[config.mk]
export PLATFORM = sky130hd
export DESIGN_NAME = bitty_fetch_sequencer
export DESIGN_NICKNAME = d
export VERILOG_FILES = /design/src/rtl/bitty_fetch_sequencer.sv
export SDC_FILE = /design/constraint.sdc
export NUM_CORES = 1
export LEC_CHECK = 0
export BUFFER_PORTS_ARGS = -buffer_cell sky130_fd_sc_hd__buf_2
export CORE_MARGIN = 2
export CORE_UTILIZATION = 45
export CTS_CLUSTER_DIAMETER = 30
export DETAILED_ROUTE_END_ITERATION = 8
export GPL_TIMING_DRIVEN = 1
export PLACE_DENSITY = 0.71
export SYNTH_ARGS = -nofsm -noshare
export SYNTH_HDL_FRONTEND = slang
export SYNTH_SLANG_ARGS = --single-unit
export TNS_END_PERCENT = 20
[constraint.sdc]
create_clock -name clk -period 1.9 [get_ports clk]
set_input_delay 0.285 -clock clk [delete_from_list [all_inputs] [get_ports clk]]
set_output_delay 0.285 -clock clk [all_outputs]
set_load 0.02 [all_outputs]
[src/rtl/bitty_fetch_sequencer.sv]
// Program counter and instruction fetch sequencer that steps the Bitty core through its
// load/calc/store handshake. Define BITTY_SEQ_TRACE_EN to print retire/halt/error trace lines.
module bitty_fetch_sequencer #(
    parameter int                ADDR_W      = 8,
    parameter logic [ADDR_W-1:0] RESET_PC    = '0,
    parameter int                TIMEOUT     = 15,
    parameter logic [15:0]       HALT_OPCODE = 16'hFFFF
) (
    input  logic              clk,
    input  logic              reset,
    input  logic              run,
    input  logic              step,
    output logic              imem_rd,
    output logic [ADDR_W-1:0] imem_addr,
    input  logic [15:0]       imem_rdata,
    output logic [15:0]       instr,
    output logic              en_i,
    output logic              en_s,
    output logic              en_c,
    input  logic              core_done,
    output logic [ADDR_W-1:0] pc,
    output logic [15:0]       retired,
    output logic              busy,
    output logic              halted,
    output logic              timeout_err
);

    typedef enum logic [3:0] {
        S_IDLE,
        S_FETCH,
        S_WAIT_MEM,
        S_ISSUE,
        S_LOAD,
        S_CALC,
        S_WAIT_DONE,
        S_ADVANCE,
        S_HALTED,
        S_ERROR
    } state_t;

    localparam logic [7:0] TMO_LAST = 8'(TIMEOUT);

    state_t     state;
    logic [7:0] tmo_cnt;
    logic       single_step;
    logic       tmo_hit;

    // The counter value being written this cycle is the number of WAIT_DONE cycles spent so far,
    // so the watchdog trips on the TIMEOUT-th cycle rather than one later.
    assign tmo_hit = (tmo_cnt + 8'd1) == TMO_LAST;

    always_ff @(posedge clk or posedge reset) begin
        if (reset) begin
            state       <= S_IDLE;
            pc          <= RESET_PC;
            instr       <= 16'h0000;
            retired     <= 16'h0000;
            tmo_cnt     <= 8'd0;
            single_step <= 1'b0;
        end else begin
            case (state)
                S_IDLE: begin
                    if (run || step) begin
                        state       <= S_FETCH;
                        single_step <= step;
                    end
                end
                S_FETCH:    state <= S_WAIT_MEM;
                S_WAIT_MEM: begin
                    instr <= imem_rdata;
                    state <= (imem_rdata == HALT_OPCODE) ? S_HALTED : S_ISSUE;
                end
                S_ISSUE:    state <= S_LOAD;
                S_LOAD:     state <= S_CALC;
                S_CALC: begin
                    tmo_cnt <= 8'd0;
                    state   <= S_WAIT_DONE;
                end
                S_WAIT_DONE: begin
                    tmo_cnt <= tmo_cnt + 8'd1;
                    if (core_done) begin
                        state <= S_ADVANCE;
                    end else if (tmo_hit) begin
                        state <= S_ERROR;
                    end
                end
                S_ADVANCE: begin
                    pc <= pc + 1'b1;
                    if (retired != 16'hFFFF) begin
                        retired <= retired + 16'd1;
                    end
                    if (run && !single_step) begin
                        state <= S_FETCH;
                    end else begin
                        state       <= S_IDLE;
                        single_step <= 1'b0;
                    end
                end
                S_HALTED:   state <= S_HALTED;
                S_ERROR:    state <= S_ERROR;
                default:    state <= S_IDLE;
            endcase
        end
    end

    assign imem_rd     = (state == S_FETCH);
    assign imem_addr   = pc;
    assign en_i        = (state == S_ISSUE);
    assign en_s        = (state == S_LOAD);
    assign en_c        = (state == S_CALC);
    assign halted      = (state == S_HALTED);
    assign timeout_err = (state == S_ERROR);
    assign busy        = !((state == S_IDLE) || (state == S_HALTED) || (state == S_ERROR));

`ifdef BITTY_SEQ_TRACE_EN
    always_ff @(posedge clk) begin
        if (!reset) begin
            if (state == S_ADVANCE) begin
                $display("RETIRE pc=%0d instr=%h n=%0d", pc, instr, retired + 16'd1);
            end
            if ((state == S_WAIT_MEM) && (imem_rdata == HALT_OPCODE)) begin
                $display("HALTED pc=%0d", pc);
            end
            if ((state == S_WAIT_DONE) && !core_done && tmo_hit) begin
                $display("ERROR timeout pc=%0d instr=%h", pc, instr);
            end
        end
    end
`else
    // Trace output compiled out.
`endif

endmodule

* After elaboration in Yosys (flattened, before gate mapping)
Cells that the tools add are included.
** Storage, ports and cells
- Flip-flop bits (word level) :: 53
- Latch bits :: 0
- Memory bits (writable) :: 0
- ROM bits :: 0
- Input port bits :: 21
- Word-level logic and storage cells :: 46
- Memories :: 0
** Operators by class
- Add/sub/neg operators :: 3
- Multiply operators :: 0
- Divide/modulo/power cells :: 0
- Order comparisons :: 0
- Eq/ne operators :: 15
- Shift operators :: 0
- Muxes and demuxes :: 10
- Bitwise operators :: 0
- Reductions and logical operators :: 12
** Operators with widths (count)
- 4-bit case mux with 10 select lines :: 1
- 16-bit by 1-bit adder with 16-bit output (second input constant) :: 1
- 8-bit by 1-bit adder with 8-bit output (second input constant) :: 2
- 16-bit == test (second input constant) :: 1
- 4-bit by 3-bit == test with 1-bit output (second input constant) :: 4
- 4-bit 2-to-1 mux :: 4
- 16-bit inequality test (second input constant) :: 1
- 8-bit case mux with 2 select lines :: 1
- 4-bit by 2-bit == test with 1-bit output (second input constant) :: 2
- 4-bit == test (second input constant) :: 2
- 8-bit by 4-bit == test with 1-bit output (second input constant) :: 1
- 4-bit by 1-bit == test with 1-bit output (second input constant) :: 1
- 4-bit zero test :: 1
- 2-bit inequality test (second input constant) :: 2
- 2-bit AND reduction :: 2
- 2-bit nonzero test :: 2
- 1-bit logical OR :: 3
- 1-bit 2-to-1 mux :: 3
- 3-bit inequality test (second input constant) :: 1
- 3-bit AND reduction :: 1
- 1-bit zero test :: 2
- 1-bit case mux with 2 select lines :: 1
- 1-bit logical AND :: 1

* Depth between registers and ports, before layout
Gate-level depths: netlist of the first run.
- Word-level depth :: 5
- Gate-level depth with buffers :: 7

* Least setup slack after synthesis of the first run
Ideal clock, no wire load.
- Kind :: flip-flop to flip-flop
- Start :: register retired[0]
- End :: register retired[1]
- Arrival :: 1.612 ns
- Required time :: 1.775 ns
- Path slack :: 0.163 ns
- Cell stages (with the launch flop) :: 6
- Period minus slack after synthesis :: 1.737 ns
- Cell sequence :: dfrtp_1 ha_1 nand3_1 nand3b_2 and2_4 mux2_4
** Between the ends
- Cells in the longest elaborated chain, start to end :: 2
- Elaborated cells on any way between the ends :: 3
- Classes of those cells :: add/sub (1); eq/ne (1); reduce/logical (1)
** RTL lines
- from (decl) :: line 22 : output logic [15:0] retired,
- from (signal assigned) :: line 90 : retired <= retired + 16'd1;
- parallel branches: the longest is 2 deep, another holds 16-bit by 1-bit adder with 16-bit output
Parallel ways; which one is timed is not known.
A chain may end at the register's enable or synchronous reset.

* Worst setup path in the final report of the first run
- Start :: register state[1]
- End :: output en_c
** Between the ends
- Cells in the longest elaborated chain, start to end :: 1
** RTL lines
- from (decl) :: line 43 : state_t state;
- from (signal assigned) :: line 71 : state <= (imem_rdata == HALT_OPCODE) ? S_HALTED : S_ISSUE;
- 4-bit by 3-bit == test with 1-bit output :: line 110 : assign en_c = (state == S_CALC);
- to (decl) :: line 19 : output logic en_c,
No other way between the ends.

==> results.md, run 1 <==
- Maxcap violations: 0
- Post-Syn Area: 0.00267 mm2
- Fin. Hold Viols: 0
- Cells after synthesis: 244
- Final net count: 348
- Setup TNS: 0 ns
- Compound-gate portion of the synthesized area: 8.35%
- Post-place setup slack: 0.164 ns
- Routed vias/inst: 5.23
- Leakage power total: 1.56 nW
- CTS Buffer Depth: 2
- Gr usage total: 17.6%
- HP Start: imem_rdata[14]
- R2R Path End: retired[1]
- Worst-Skew Late Latency: 0.30 ns
- Largest family of logic cells by synthesized area: simple AND/OR/NAND/NOR gates
- Worst Tran Pin Value: 0.643 ns
- Final WL: 5.46 mm
- Drt first-iter violations: 90
- Total power density per cell area: 1400 mW/mm2
- Synthesized net count: 269
- R2R depth: 5
- Final instance area: 0.00325 mm2
- Commonest non-fill, non-tap cell in the layout: buf_2
- Synth async-reset ratio: 100%
- Min-Delay Endpoint: instr[14]
- Hold Crit Class: in2reg
- DIE AREA: 0.00656 mm2
- Die width: 81.0 um
- RSZ-0062 raised after global routing: false
- Fin crit share: 96.3%
- Xor and xnor area share after synthesis: 7.23%
- Post-synth EDFFs: 0
- Residual DRC: 0
- CP arrival: 1.54 ns
- Pre-antenna DRT Iters: 4
- Ant. Diodes: 0
- Unique masters post-synth: 48
- Die height: 81.0 um
- Most frequent cells in the layout: buf_2 (75), dfrtp_1 (51), nand2_1 (20)
- Post-DRT Antenna Nets: 0
- Layout cells sized above 1: 38.4%
- Clk sink count: 53
- CP Data Required Time: 1.62 ns
- Layout Utilization: 55.9%
- Global-route wire length before repair: 9.03 mm
- Post-Synth Adder-Cell Area: 1.88%
- Post-Synth Simple-Gate Area: 21.0%
- CP Launch Type: flop
- Achievable clock frequency: 547 MHz
- Input/output buffers: 75
- Layout Skew: 0.00812 ns
- Clock slew at reported path FFs: 0.09 ns
- Tot Pwr: 4.56 mW
- Synthesized area per cell: 10.9 um2
- H-tree lvl count: 2
- CTS tree: built
- Min cycle time layout: 1.83 ns
- Final worst-path setup slack: 0.0711 ns
- DR vias: 2083
- R2r startpoint: retired[0]
- Area grow syn2layout: 22.0%
- Setup CP Type: reg2out
- Vias in the first global route: 1962
- Yosys warning count: 0
- Placeable Area: 0.00582 mm2
- Rel. slew slack: 56.7%
- Slew Limit Fails: 0
- Placed wire-length estimate: 4.20 mm
- WL/cell: 13.7 um
- Outcome: finished clean
- Final setup vio count: 0
- Remaining global-route overflow: 0
- DP Area: 0.00312 mm2
- Crit path max fanout: 7
- Row cnt: 28
- Multiplexer share of the synthesized area: 7.70%
- Final GP Congestion: 0.777
- Worst vdd ir: 745 uV
- Sequential fraction of the synthesis area: 49.7%
- Initial Util: 45.8%
- Hold Crit Depth: 2
- Initial antenna violation count: 0
- Register bit total from synthesis: 53
- Top FF cell, synth: dfrtp_1
- Boundary pin count: 76
- CP endpoint kind: primary output
- Pin count of the biggest net entering global routing: 36
- Inserted Clock Buffers: 5
- Root buf cell: clkbuf_8
- R2R setup slack: 0.15 ns
## routing by layer
metal  track usage (%)  part of all wire [%]  vias up  routed length [um]
li1                  -                     -     1030                   -
met1              23.0                    45      995                2430
met2              29.1                    48       52                2640
met3              5.00                   6.0        6                 328
met4              4.07                  0.93        0                  51
met5                 0                     0        -                   0
## kinds of logic (layout without fill, tap and decap cells)
logic type,count (synthesis),after routing
simple gates,96,96
flops,53,53
compound gates,33,33
xor+xnor,22,22
mux,18,18
buf+inv,18,97
fa+ha+maj,4,4
## synthesized netlist by cell type, drive strengths merged (3+ instances only)
cell type	count	area share, %
nand4	11	2.6
o31ai	3	0.84
buf	14	3.6
nor3	5	1.4
nor4	3	0.94
inv	3	0.42
dfrtp	53	50
ha	4	1.9
o21ai	13	2.4
mux2	17	7.3
and2	4	1.0
nor2	13	1.8
and2b	3	0.89
a211oi	3	0.84
nand2b	4	1.2
nand3	13	2.6
a21oi	4	0.75
and4	5	1.6
xor2	4	1.3
xnor2	18	5.9
and3	7	1.8
a31oi	3	0.70
o22ai	3	0.70
nand2	21	3.1
## worst max-delay path: stages, from the launching register on
cell and delay, ns:
dfrtp_1 0.47, buf_4 0.20, nor2_1 0.16, and3_1 0.23, buf_2 0.18
## registers in the layout (all words and copies together), names as in the netlist
signal and count:
retired 16, tmo_cnt 8, state 4, instr 16, imem_addr 8, single_step 1
## stage by stage
stage | hold slack (ns) | cells
floorplan | 0.418 | 244
global placement | 0.299 | 389
detailed placement | 0.305 | 389
CTS | 0.213 | 397
global route | 0.215 | 398
finish | 0.222 | 398
## worst max path at each step
| stage | cells past startpoint | slack, ns | end | startpoint |
|---|---|---|---|---|
| after floorplan | 5 | 0.16 | retired[1] | retired[0] |
| after global placement | 5 | 0.22 | retired[1] | retired[0] |
| after detailed placement | 5 | 0.16 | retired[1] | retired[0] |
| after CTS | 4 | 0.03 | busy | state[0] |
| after global routing | 4 | 0.006 | en_c | state[1] |
| final | 4 | 0.07 | en_c | state[1] |
## where the power goes
part	internal, mW	switching (mW)
Sequential	1.46	0.314
Clock	0.383	0.356
Combinational	0.875	1.17
Total	2.72	1.84
## final cells by class
cell class                 instances  area (um2)
fill                             553        2560
sequential                        53        1330
multi-input combinational        173        1230
timing repair buffer              87         484
tap                               75        93.8
clock buffer                       5        68.8
clock inverter                     2        35.0
inverter                           3        11.3
## timing repair
action / CTS / global route
setup endpoints to repair: 0 / 3
setup buffers: 0 / 1
hold buffers: 1 / 0
endpoints found under the hold margin: 18 / 0
gates resized for setup: 0 / 3
No activity file was read; power rests on OpenSTA's default activity.
==> inputs of run 2 (changes only) <==
Settings changed: CORE_MARGIN 2 to unset, PLACE_DENSITY 0.71 to 0.73, REMOVE_ABC_BUFFERS set to 1.
==> results.md, run 2 (synthesis gave the netlist of run 1 again) <==
- Cells after DPL: 386
- Placeable Area: 0.00561 mm2
- Die height: 79.0 um
- Achievable clock frequency: 546 MHz
- Gr usage total: 19.1%
- DR vias: 2100
- CP Launch Type: flop
- Clock slew at reported path FFs: 0.10 ns
- Initial Util: 47.5%
- CP arrival: 1.55 ns
- Initial antenna violation count: 0
- Maxcap violations: 0
- Drt first-iter violations: 94
- Worst-Skew Late Latency: 0.31 ns
- Pin count of the biggest net entering global routing: 23
- Hold Crit Class: in2reg
- Tot Pwr: 4.47 mW
- Commonest non-fill, non-tap cell in the layout: buf_2
- Top flop regs: instr: 16 flops, retired: 16 flops
- Post-place setup slack: 0.167 ns
- Sequential cell area: 0.00133 mm2
- Routed vias/inst: 5.29
- Worst Tran Pin Value: 0.529 ns
- Post-DRT Antenna Nets: 0
- Final WL: 5.55 mm
- Input/output buffers: 75
- Layout Skew: 0.00461 ns
- H-tree lvl count: 2
- Root buf cell: clkbuf_8
- Fin. Hold Viols: 0
- Fillers: 529
- Inserted Clock Buffers: 5
- Worst path cell trace: buf_4, and2b_1, or3_1, buf_2
- Row cnt: 27
- Leakage power total: 1.55 nW
- Finished Layout Cells: 397
- Most frequent cells in the layout: buf_2 (75), dfrtp_1 (50), nand2_1 (20)
- Remaining global-route overflow: 0
- Crit path max-delay cell type: dfrtp_2
- Final net count: 349
- R2R setup slack: 0.11 ns
- Hold_ws: 0.212 ns
- Fin crit share: 96.4%
- Vias in the first global route: 1975
- Placed wire-length estimate: 4.21 mm
- Final worst-path setup slack: 0.0687 ns
- Largest stage delay, worst path: 0.42 ns
- CTS tree: built
- CP Data Required Time: 1.62 ns
- Setup CP Type: reg2out
- Layout cells sized above 1: 39.1%
- Outcome: finished clean
- Rel. slew slack: 64.4%
- Area grow syn2layout: 21.8%
- CP endpoint kind: primary output
- Crit path max fanout: 6
- Worst vdd ir: 804 uV
- Global-route wire length before repair: 9.32 mm
- Pre-antenna DRT Iters: 4
- WL/cell: 14.0 um
- Slew Limit Fails: 0
- Multi-input logic area: 0.00124 mm2
- DIE AREA: 0.00624 mm2
- Final setup vio count: 0
- Min cycle time layout: 1.83 ns
- Ant. Diodes: 0
- Clk sink count: 53
- Total power density per cell area: 1380 mW/mm2
- Residual DRC: 0
- Final GP Congestion: 0.836
- Boundary pin count: 76
- CTS Buffer Depth: 2
- Die width: 79.0 um
[run 2: cell count changes in the layout (fill, tap and decap cells not counted)]
cell	change
buf_4	+2
buf_6	-1
bufinv_16	-1
clkinvlp_4	+1
dfrtp_1	-1
dfrtp_2	+1
inv_6	+1
nor4_2	-1
nor4_4	+1
[run 2: power breakdown]
group	leakage, nW	total (mW)	internal (mW)	switching (mW)
Sequential	0.681	1.76	1.46	0.303
Clock	0.0445	0.650	0.262	0.387
Combinational	0.827	2.06	0.862	1.19
Total	1.55	4.47	2.59	1.88
[run 2: worst max-delay path, delay by kind of cell (launching register included)]
family | cells | cell delay [ns]
buffers and inverters | 2 | 0.31
flip-flops | 1 | 0.42
AND/OR/NAND/NOR | 2 | 0.51
[run 2: worst paths after layout]
| kind | from | end | cells after the start |
|---|---|---|---|
| worst max-delay path | state[3] | busy | 4 |
| worst min-delay path | step | single_step | 2 |
| worst max register to register | retired[1] | retired[1] | 5 |
| worst min register to register | imem_addr[7] | imem_addr[7] | 1 |
| max in group asynchronous | reset | instr[8] | 4 |
| min in group asynchronous | reset | retired[8] | 3 |
[run 2: cell type report]
| class | count | share of cell area, % |
|---|---|---|
| sequential | 53 | 40.9 |
| multi-input combinational | 173 | 38.1 |
| timing repair buffer | 88 | 15.0 |
| tap | 72 | 2.77 |
| clock buffer | 5 | 2.12 |
| clock inverter | 3 | 0.655 |
| inverter | 3 | 0.347 |
[run 2: per-layer routing]
metal / up-vias / track usage [%] / routed length [um]
met5: - / 0 / 0
met4: 0 / 6.00 / 63
met3: 7 / 5.06 / 343
met2: 73 / 30.6 / 2640
met1: 989 / 25.4 / 2500
li1: 1031 / - / -
[run 2: per-stage QoR]
step	util (%)	area [um2]	setup TNS, ns
finish	57.9	3250	0
global route	57.9	3250	-0.00103
CTS	57.5	3220	0
detailed placement	55.6	3120	0
global placement	55.6	3120	0
floorplan	-	2570	0
[run 2: timing repair]
action                                  4_1_cts  5_1_grt
hold endpoints to repair                      3        0
endpoints found under the setup margin        1        5
hold buffers                                  1        0
cloned                                        0        0
resized for setup                             1        3
buffers inserted                              0        2
